File: config.mk
export PLATFORM = sky130hd
export DESIGN_NAME = i2c_reg_writer
export DESIGN_NICKNAME = d
export VERILOG_FILES = /design/src/rtl/hdmi_i2c_pkg.sv /design/src/rtl/i2c_quarter_tick.sv /design/src/rtl/i2c_reg_writer.sv
export SDC_FILE = /design/constraint.sdc
export NUM_CORES = 1
export LEC_CHECK = 0
export ABC_AREA = 0
export CORE_MARGIN = 1
export CORE_UTILIZATION = 37
export DETAILED_ROUTE_END_ITERATION = 7
export PLACE_DENSITY_LB_ADDON = 0.1
export SLEW_MARGIN = 5
export SYNTH_ARGS = -nofsm -noshare
export SYNTH_HDL_FRONTEND = slang
export SYNTH_HIERARCHICAL = 1
export SYNTH_SLANG_ARGS = --single-unit
File: constraint.sdc
create_clock -name CLK_50MHZ -period 6.2 [get_ports CLK_50MHZ]
set_input_delay 0.93 -clock CLK_50MHZ [delete_from_list [all_inputs] [get_ports CLK_50MHZ]]
set_output_delay 0.93 -clock CLK_50MHZ [all_outputs]
set_load 0.01 [all_outputs]
File: src/rtl/hdmi_i2c_pkg.sv
// Shared types and constants for the HDMI transmitter I2C register writer.
package hdmi_i2c_pkg;

    typedef enum logic [2:0] {
        IDLE,
        START,
        BIT,
        ACK,
        STOP
    } state_t;

    typedef logic [1:0] quarter_t;

    localparam logic [6:0] ADV7513_ADDR = 7'h39;
    localparam int         XFER_BITS    = 29;

endpackage

File: src/rtl/i2c_quarter_tick.sv
// Quarter-bit timebase: one-cycle tick every CLK_DIV clocks plus a 2-bit quarter index.
module i2c_quarter_tick
    import hdmi_i2c_pkg::*;
#(
    parameter int CLK_DIV = 125
) (
    input  logic     CLK_50MHZ,
    input  logic     RESET,
    input  logic     clear,
    output logic     tick,
    output quarter_t quarter
);

    logic [9:0] cnt;
    logic       terminal;

    assign terminal = (cnt == 10'(CLK_DIV - 1));
    assign tick     = terminal && !clear;

    always_ff @(posedge CLK_50MHZ) begin
        if (RESET || clear) begin
            cnt     <= '0;
            quarter <= '0;
        end else if (terminal) begin
            cnt     <= '0;
            quarter <= quarter + 2'd1;
        end else begin
            cnt     <= cnt + 10'd1;
        end
    end

endmodule

File: src/rtl/i2c_reg_writer.sv
// I2C master that writes one data byte to one device register per request.
// Define I2C_ACK_CHECK_EN to sample ACK slots, flag ERR and stop early on NACK.
//
// state | meaning
// IDLE  | ready for a request, both lines released
// START | SDA falls with SCL high, then SCL pulled low
// BIT   | one data bit MSB first, SCL high in quarters 2-3
// ACK   | SDA released for the device acknowledge
// STOP  | SDA rises with SCL high, DONE on the last quarter
module i2c_reg_writer
    import hdmi_i2c_pkg::*;
#(
    parameter int CLK_DIV = 125
) (
    input  logic       CLK_50MHZ,
    input  logic       RESET,
    input  logic       REQ_VALID,
    output logic       REQ_READY,
    input  logic [6:0] REQ_DEV,
    input  logic [7:0] REQ_REG,
    input  logic [7:0] REQ_DATA,
    output logic       DONE,
    output logic       ERR,
    input  logic       I2C_SCL_RD,
    input  logic       I2C_SDA_RD,
    output logic       I2C_SCL_WR_EN,
    output logic       I2C_SCL_WR_DAT,
    output logic       I2C_SDA_WR_EN,
    output logic       I2C_SDA_WR_DAT
);

    state_t     state, state_n;
    logic       tick, last_quarter, accept, nack_stop;
    quarter_t   quarter;
    logic [7:0] byte_sr, reg_q, data_q;
    logic [2:0] bit_cnt;
    logic [1:0] byte_idx;
    logic       sda_q, scl_low, sda_low;

    assign accept       = REQ_VALID && REQ_READY;
    assign last_quarter = tick && (quarter == 2'd3);
    assign REQ_READY    = (state == IDLE);

    i2c_quarter_tick #(.CLK_DIV(CLK_DIV)) u_tick (
        .CLK_50MHZ (CLK_50MHZ),
        .RESET     (RESET),
        .clear     (state == IDLE),
        .tick      (tick),
        .quarter   (quarter)
    );

`ifdef I2C_ACK_CHECK_EN
    logic nack_q, err_q, unused_scl;
    assign unused_scl = I2C_SCL_RD;

    always_ff @(posedge CLK_50MHZ) begin
        if (RESET || accept) begin
            nack_q <= 1'b0;
            err_q  <= 1'b0;
        end else if (state == ACK && tick && quarter == 2'd2) begin
            nack_q <= I2C_SDA_RD;
        end else if (state == ACK && last_quarter && nack_q) begin
            err_q  <= 1'b1;
        end
    end

    assign nack_stop = nack_q;
    assign ERR       = err_q;
`else
    logic unused_pads;
    assign unused_pads = I2C_SCL_RD ^ I2C_SDA_RD;
    assign nack_stop   = 1'b0;
    assign ERR         = 1'b0;
`endif

    always_ff @(posedge CLK_50MHZ) begin
        if (RESET) begin
            state    <= IDLE;
            sda_q    <= 1'b0;
            byte_sr  <= '0;
            reg_q    <= '0;
            data_q   <= '0;
            bit_cnt  <= '0;
            byte_idx <= '0;
        end else begin
            state <= state_n;
            sda_q <= sda_low;
            if (accept) begin
                byte_sr  <= {REQ_DEV, 1'b0};
                reg_q    <= REQ_REG;
                data_q   <= REQ_DATA;
                bit_cnt  <= '0;
                byte_idx <= '0;
            end else if (last_quarter && state == BIT) begin
                byte_sr <= {byte_sr[6:0], 1'b0};
                bit_cnt <= bit_cnt + 3'd1;
            end else if (last_quarter && state == ACK) begin
                byte_sr  <= (byte_idx == 2'd0) ? reg_q : data_q;
                byte_idx <= byte_idx + 2'd1;
            end
        end
    end

    always_comb begin
        state_n = state;
        case (state)
            IDLE:  if (REQ_VALID) state_n = START;
            START: if (last_quarter) state_n = BIT;
            BIT:   if (last_quarter && bit_cnt == 3'd7) state_n = ACK;
            ACK:   if (last_quarter) state_n = (byte_idx == 2'd2 || nack_stop) ? STOP : BIT;
            STOP:  if (last_quarter) state_n = IDLE;
            default: state_n = IDLE;
        endcase
    end

    // SDA holds its previous level through quarter 0 so it only moves after SCL is low.
    always_comb begin
        scl_low = 1'b0;
        sda_low = 1'b0;
        DONE    = 1'b0;
        case (state)
            START: begin
                scl_low = quarter[1];
                sda_low = (quarter != 2'd0);
            end
            BIT: begin
                scl_low = ~quarter[1];
                sda_low = (quarter == 2'd0) ? sda_q : ~byte_sr[7];
            end
            ACK: begin
                scl_low = ~quarter[1];
                sda_low = (quarter == 2'd0) ? sda_q : 1'b0;
            end
            STOP: begin
                scl_low = ~quarter[1];
                sda_low = (quarter == 2'd0) ? sda_q : (quarter != 2'd3);
                DONE    = last_quarter;
            end
            default: ;
        endcase
    end

    assign I2C_SCL_WR_EN  = scl_low;
    assign I2C_SDA_WR_EN  = sda_low;
    assign I2C_SCL_WR_DAT = 1'b0;
    assign I2C_SDA_WR_DAT = 1'b0;

endmodule

==> results.toml, run 1 <==
[logic_synthesis]
ys.flop_type = "dfxtp_1"
seq_area_frac_synth_pct = 40.2
async_flop_share_pct = 0
synth_edf_count = 0
avgSynthCellArea_um2 = 8.79
yosys_warnings = 6
syn_area_mm2 = 0.00224
synth_cell_types = 48
ys_ff_latch = 45
syn_inst = 255

[clock_network]
cts_setup_buffers = 0
cts_tree = "yes"
insertion_delay_ns = 0.30
cts.path.max_buffers = 2
cts_buffers = 5
ctsResizeCount = 0
cts_max_level = 2
clk_pin_slew_worst_paths_ns = 0.09
root_buffer = "clkbuf_8"
hold_buffers = 0
cts.sinks = 45

[power]
internal_power_mw = 0.407
combPwrFrac_pct = 10.2
report.power.total_mw = 0.548
p_switching_mw = 0.141
p_clk_share_pct = 34.3
p_leak_nw = 0.915
seq_power_share_pct = 55.6
p_sw_share_pct = 25.7
ir_worst_vdd_v = 0.000109
power_density_mw_per_mm2 = 210

[sta]
skew_ns = 0.00490
period_share_pct = 56.1
period_needed_ns = 3.48
drv_slew = 0
hold_ws_ns = 0.459
worst_slew_pin_slew_ns = 0.913
setup_violations = 0
clock.fmax_mhz = 287
maxSlewHeadroom_pct = 39.0
hold_viol = 0
rsz0062_at_grt = "false"
tns_ns = 0

[finish]
regArea_um2 = 901
syn_to_final_growth_pct = 16.1
drive_gt1_share_pct = 11.5
fill_cells = 607
multiInputGateArea_mm2 = 0.00116
fin_nets = 311
final_common_cell = "dfxtp_1"
layout_common_cells = "dfxtp_1, nand2_1, clkdlybuf4s50_1"
diodes = 0

[setup_path]
worstReg2RegEnd = "byte_sr[2]$_SDFFE_PP0P_"
crit_slowest_cell = "dfxtp_1"
slowest_delay_ns = 0.61
cp-endpoint = "DONE"
required_ns = 5.27
timing.rr.start = "state[0]$_SDFFE_PP0P_"
start_kind = "flip-flop"
worstPathArrival_ns = 2.55
reg2reg_slack_ns = 3.34
crit_path_end_kind = "output pin"
reg2reg_depth = 6
crit_type = "flip-flop to output pin"
cp-startpoint = "state[0]$_SDFFE_PP0P_"
crit_chain = "nor3_1, nor4_1, nand3_1, nor2_1, clkdlybuf4s50_1"
critPathMaxFanout = 10

[route]
drtPass1Iterations = 4
postRouteAntennaNets = 0
wire_per_inst_um = 13.2
wirelength_um = 4610
vias = 1797
vias_per_cell = 5.13
drt_iter0_drc = 57
drcViolationCount = 0

[die]
chipWidth_um = 79.8
rows = 27
die_h_um = 79.8
dieArea_mm2 = 0.00638
num_io_pins = 35
fp.coreArea_mm2 = 0.00568
start_util_pct = 39.5

[global_routing]
grt_antenna_before_repair = 0
first_global_vias = 1687
grt_overflow_total = 0
grt_first_pass_wirelength_um = 8110
grt_max_degree = 25
grt_usage_pct = 16.3

[place]
io_buffer_count = 29
gp_congestion = 0.711
dpl.hpwl_um = 3130

[hold_path]
hp-class = "flip-flop to flip-flop"

[run_status]
outcome = "finished clean"

[job]
maxCapViolCount = 0
[registers in the layout (all words and copies together), names as in the netlist]
name and count:
u_tick/cnt 10, byte_idx 2, data_q 8, bit_cnt 3
sda_q 1, reg_q 8, state 3, byte_sr 8
u_tick/quarter 2
[final cells by class]
type	count	share of cell area, %
Clock inverter	3	0.817
Timing Repair Buffer	30	11.4
Inverter	16	2.31
Multi-Input combinational cell	179	44.7
Clock buffer	5	2.64
Sequential cell	45	34.6
Tap cell	72	3.46
[cell usage after synthesis, types with 3 or more instances]
master | instances | area, um2
buf_4 | 7 | 52.6
xnor2_1 | 3 | 26.3
clkbuf_1 | 5 | 18.8
nand2_1 | 41 | 154
mux2_2 | 7 | 78.8
dfxtp_1 | 45 | 901
o21ai_0 | 3 | 15.0
a21oi_1 | 24 | 120
or3_1 | 3 | 18.8
nor2_1 | 24 | 90.1
nand3_1 | 7 | 35.0
ha_1 | 6 | 75.1
mux2i_1 | 7 | 70.1
a221oi_1 | 8 | 70.1
nand4_1 | 3 | 18.8
inv_1 | 16 | 60.1
o32ai_1 | 7 | 61.3
[power groups by stage]
stage	Sequential, mW	Clock [mW]	Combinational, mW
after floorplan	0.308	0	0.0357
after global placement	0.311	0	0.0557
after detailed placement	0.311	0	0.0559
after CTS	0.304	0.196	0.0561
after global routing	0.306	0.209	0.0626
final	0.304	0.188	0.0556
[layer usage]
metal  wire [um]  share of wire [%]  GRT usage (%)  vias up
li1            -                  -              -      934
met4          41               0.89           4.82        0
met1        2360                 51           21.2      827
met2        2070                 45           26.6       31
met5           0                  0              0        -
met3         136                3.0           3.77        5
[per-stage QoR]
step	setup slack (ns)	area (um2)	util, %	cells
floorplan	3.84	2250	-	257
global placement	3.05	2510	44.3	342
detailed placement	3.04	2510	44.3	342
CTS	2.70	2600	45.9	350
global route	2.43	2600	45.9	350
finish	2.72	2600	45.9	350
[worst max-delay path: cells and delay by family, from the launching register on]
| family | cells | cell delay, ns |
|---|---|---|
| buf+inv | 1 | 0.55 |
| flops | 1 | 0.61 |
| simple gates | 4 | 1.09 |
[worst min-delay path by stage]
stage	start	end	slack, ns	depth (start not counted)
floorplan	byte_sr[1]$_SDFFE_PP0P_	byte_sr[1]$_SDFFE_PP0P_	0.43	2
global placement	reg_q[1]$_SDFFE_PP0P_	reg_q[1]$_SDFFE_PP0P_	0.44	2
detailed placement	reg_q[1]$_SDFFE_PP0P_	reg_q[1]$_SDFFE_PP0P_	0.45	2
CTS	reg_q[1]$_SDFFE_PP0P_	reg_q[1]$_SDFFE_PP0P_	0.46	2
global route	reg_q[4]$_SDFFE_PP0P_	reg_q[4]$_SDFFE_PP0P_	0.48	2
finish	reg_q[3]$_SDFFE_PP0P_	reg_q[3]$_SDFFE_PP0P_	0.46	2
[cells by family after synthesis]
family	Yosys count	synth area share, %
adder cells (fa/ha/maj)	6	3.35
other	1	0.167
flip-flops	45	40.2
AND/OR/NAND/NOR	96	22.5
AO/OA/AOI/OAI	55	17.0
buffers and inverters	33	8.20
XOR/XNOR	5	1.95
multiplexers	14	6.64
Power figures use the tool's default switching activity.
==> run 2: changes to the inputs <==
Clock period 6.2 ns to 3.2 ns, I/O delays scaled along.
==> run 2 against run 1 <==
  * Clock-buffer cell count is 1 higher
  * Global-route usage down 0.89 points
  * Critical path depth is 2 higher
  * Critical path type unchanged
  * Design area rose by 2.3%
  * Non-clock buffer count grew 4
  * Critical endpoint unchanged
  * Largest cell class unchanged
  * Routed wire length shrank 2.0%
  * Combinational power increased by 100%
  * Sequential share of layout area decreased by 0.78 points
  * Clock power rose by 140%
  * Die area did not move
  * Register-to-register slack got worse by 2.5 ns
  * Largest power group unchanged
  * Worst hold slack worse by 0.0052 ns
==> results.toml, run 2 (synthesis results as in run 1) <==
[clock_network]
cts_max_level = 2
cts.sinks = 45
cts_setup_buffers = 0
cts.path.max_buffers = 2
ctsResizeCount = 0
clk_pin_slew_worst_paths_ns = 0.09
insertion_delay_ns = 0.29
root_buffer = "clkbuf_8"
cts_tree = "yes"
cts_buffers = 5
hold_buffers = 0

[place]
dpl.hpwl_um = 3140
dp_slack_ns = 0.575
gp_congestion = 0.760
io_buffer_count = 29

[global_routing]
grt_overflow_total = 0
grtUsageMet1_pct = 20.5
grt_max_degree = 24
first_global_vias = 1620
grt_antenna_before_repair = 0
grt_usage_pct = 15.4
grt_first_pass_wirelength_um = 7580
grt_busiest_layer = "met2"
use_met2_pct = 24.2
grtUsageMet3_pct = 4.11

[power]
p_leak_nw = 0.948
ir_worst_vdd_v = 0.000224
power_density_mw_per_mm2 = 434
p_clk_share_pct = 39.4
internal_power_mw = 0.890
p_switching_mw = 0.265
seq_power_share_pct = 50.8
report.power.total_mw = 1.15
p_sw_share_pct = 22.9
combPwrFrac_pct = 9.8

[setup_path]
worstReg2RegEnd = "byte_sr[4]$_SDFFE_PP0P_"
start_kind = "flip-flop"
cp-endpoint = "DONE"
critical_path_depth = 7
slowest_delay_ns = 0.54
cp-startpoint = "u_tick/cnt[0]$_SDFF_PP0_"
crit_slowest_cell = "clkdlybuf4s50_1"
worstPathArrival_ns = 2.48
required_ns = 2.72
critPathMaxFanout = 6
cp_top_family = "simple AND/OR/NAND/NOR gates"
crit_chain = "inv_1, ha_1, nand4bb_1, nor4_1, nand3_1, nor2_1, clkdlybuf4s50_1"
crit_type = "flip-flop to output pin"
crit_path_end_kind = "output pin"
reg2reg_slack_ns = 0.82
path_buf_inv = 2
timing.rr.start = "u_tick/cnt[0]$_SDFF_PP0_"
reg2reg_depth = 9

[sta]
drv_slew = 0
hold_viol = 0
skew_ns = 0.00696
hold_ws_ns = 0.454
period_share_pct = 92.4
period_needed_ns = 2.96
worst_slew_pin_slew_ns = 0.785
setup_violations = 0
clock.fmax_mhz = 338
maxSlewHeadroom_pct = 47.5
tns_ns = 0
rsz0062_at_grt = "false"
setup_ws_ns = 0.244

[die]
chipWidth_um = 79.8
num_io_pins = 35
start_util_pct = 39.5
rows = 27
dieArea_mm2 = 0.00638
die_h_um = 79.8
fp.coreArea_mm2 = 0.00568

[finish]
largest_reg_flops = 10
syn_to_final_growth_pct = 18.8
fin_nets = 315
final_common_cell = "dfxtp_1"
drive_gt1_share_pct = 12.8
diodes = 0
regMostFlops = "u_tick/cnt"
layout_common_cells = "dfxtp_1, nand2_1, clkdlybuf4s50_1"

[route]
vias = 1776
vias_per_cell = 5.02
drtPass1Iterations = 4
drcViolationCount = 0
drt_iter0_drc = 71
wirelength_um = 4510
wire_per_inst_um = 12.8
postRouteAntennaNets = 0

[hold_path]
hold_depth = 2
hp-class = "flip-flop to flip-flop"

[job]
maxCapViolCount = 0

[run_status]
outcome = "finished clean"
run 2: worst min path at each step:
stage	start	end	slack, ns
2_1_floorplan	byte_sr[1]$_SDFFE_PP0P_	byte_sr[1]$_SDFFE_PP0P_	0.43
3_3_place_gp	reg_q[1]$_SDFFE_PP0P_	reg_q[1]$_SDFFE_PP0P_	0.44
6_report	data_q[7]$_SDFFE_PP0P_	data_q[7]$_SDFFE_PP0P_	0.45
4_1_cts	data_q[7]$_SDFFE_PP0P_	data_q[7]$_SDFFE_PP0P_	0.46
5_1_grt	reg_q[4]$_SDFFE_PP0P_	reg_q[4]$_SDFFE_PP0P_	0.48
3_5_place_dp	data_q[7]$_SDFFE_PP0P_	data_q[7]$_SDFFE_PP0P_	0.44
run 2: area by class of cell:
cell class / count / area (um2)
tap: 72 / 90.1
fill: 591 / 3010
timing repair buffer: 34 / 328
clock buffer: 6 / 82.6
multi-input combinational: 179 / 1160
sequential: 45 / 901
inverter: 16 / 60.1
clock inverter: 2 / 37.5
run 2: tightest hold or removal path, stage by stage (launching register included):
cell,delay (ns)
dfxtp_1,0.31
nand2_1,0.05
a21oi_1,0.05
run 2: metal layers:
metal,up-vias,share of wire [%],wire [um]
met3,2,3.4,155
li1,941,-,-
met1,797,51,2320
met4,0,0.69,31
met2,36,44,2000
met5,-,0,0
run 2: power by group through the flow:
stage / Clock (mW) / Combinational [mW] / Sequential [mW]
after floorplan: 0 / 0.0692 / 0.597
after global placement: 0 / 0.114 / 0.599
after detailed placement: 0 / 0.114 / 0.599
after CTS: 0.475 / 0.115 / 0.586
after global routing: 0.496 / 0.126 / 0.589
final: 0.455 / 0.113 / 0.586
run 2: metrics by stage:
stage | std cells | utilization, % | instance area (um2)
after floorplan | 257 | - | 2250
after global placement | 346 | 44.8 | 2540
after detailed placement | 346 | 44.8 | 2540
after CTS | 354 | 46.9 | 2660
after global routing | 354 | 46.9 | 2660
final | 354 | 46.9 | 2660
==> run 3: changes to the inputs <==
Settings changed: SKIP_CTS_REPAIR_TIMING set to 1.
==> results of run 3 <==
Final layout, timing and power as in run 2 (identical DEF).
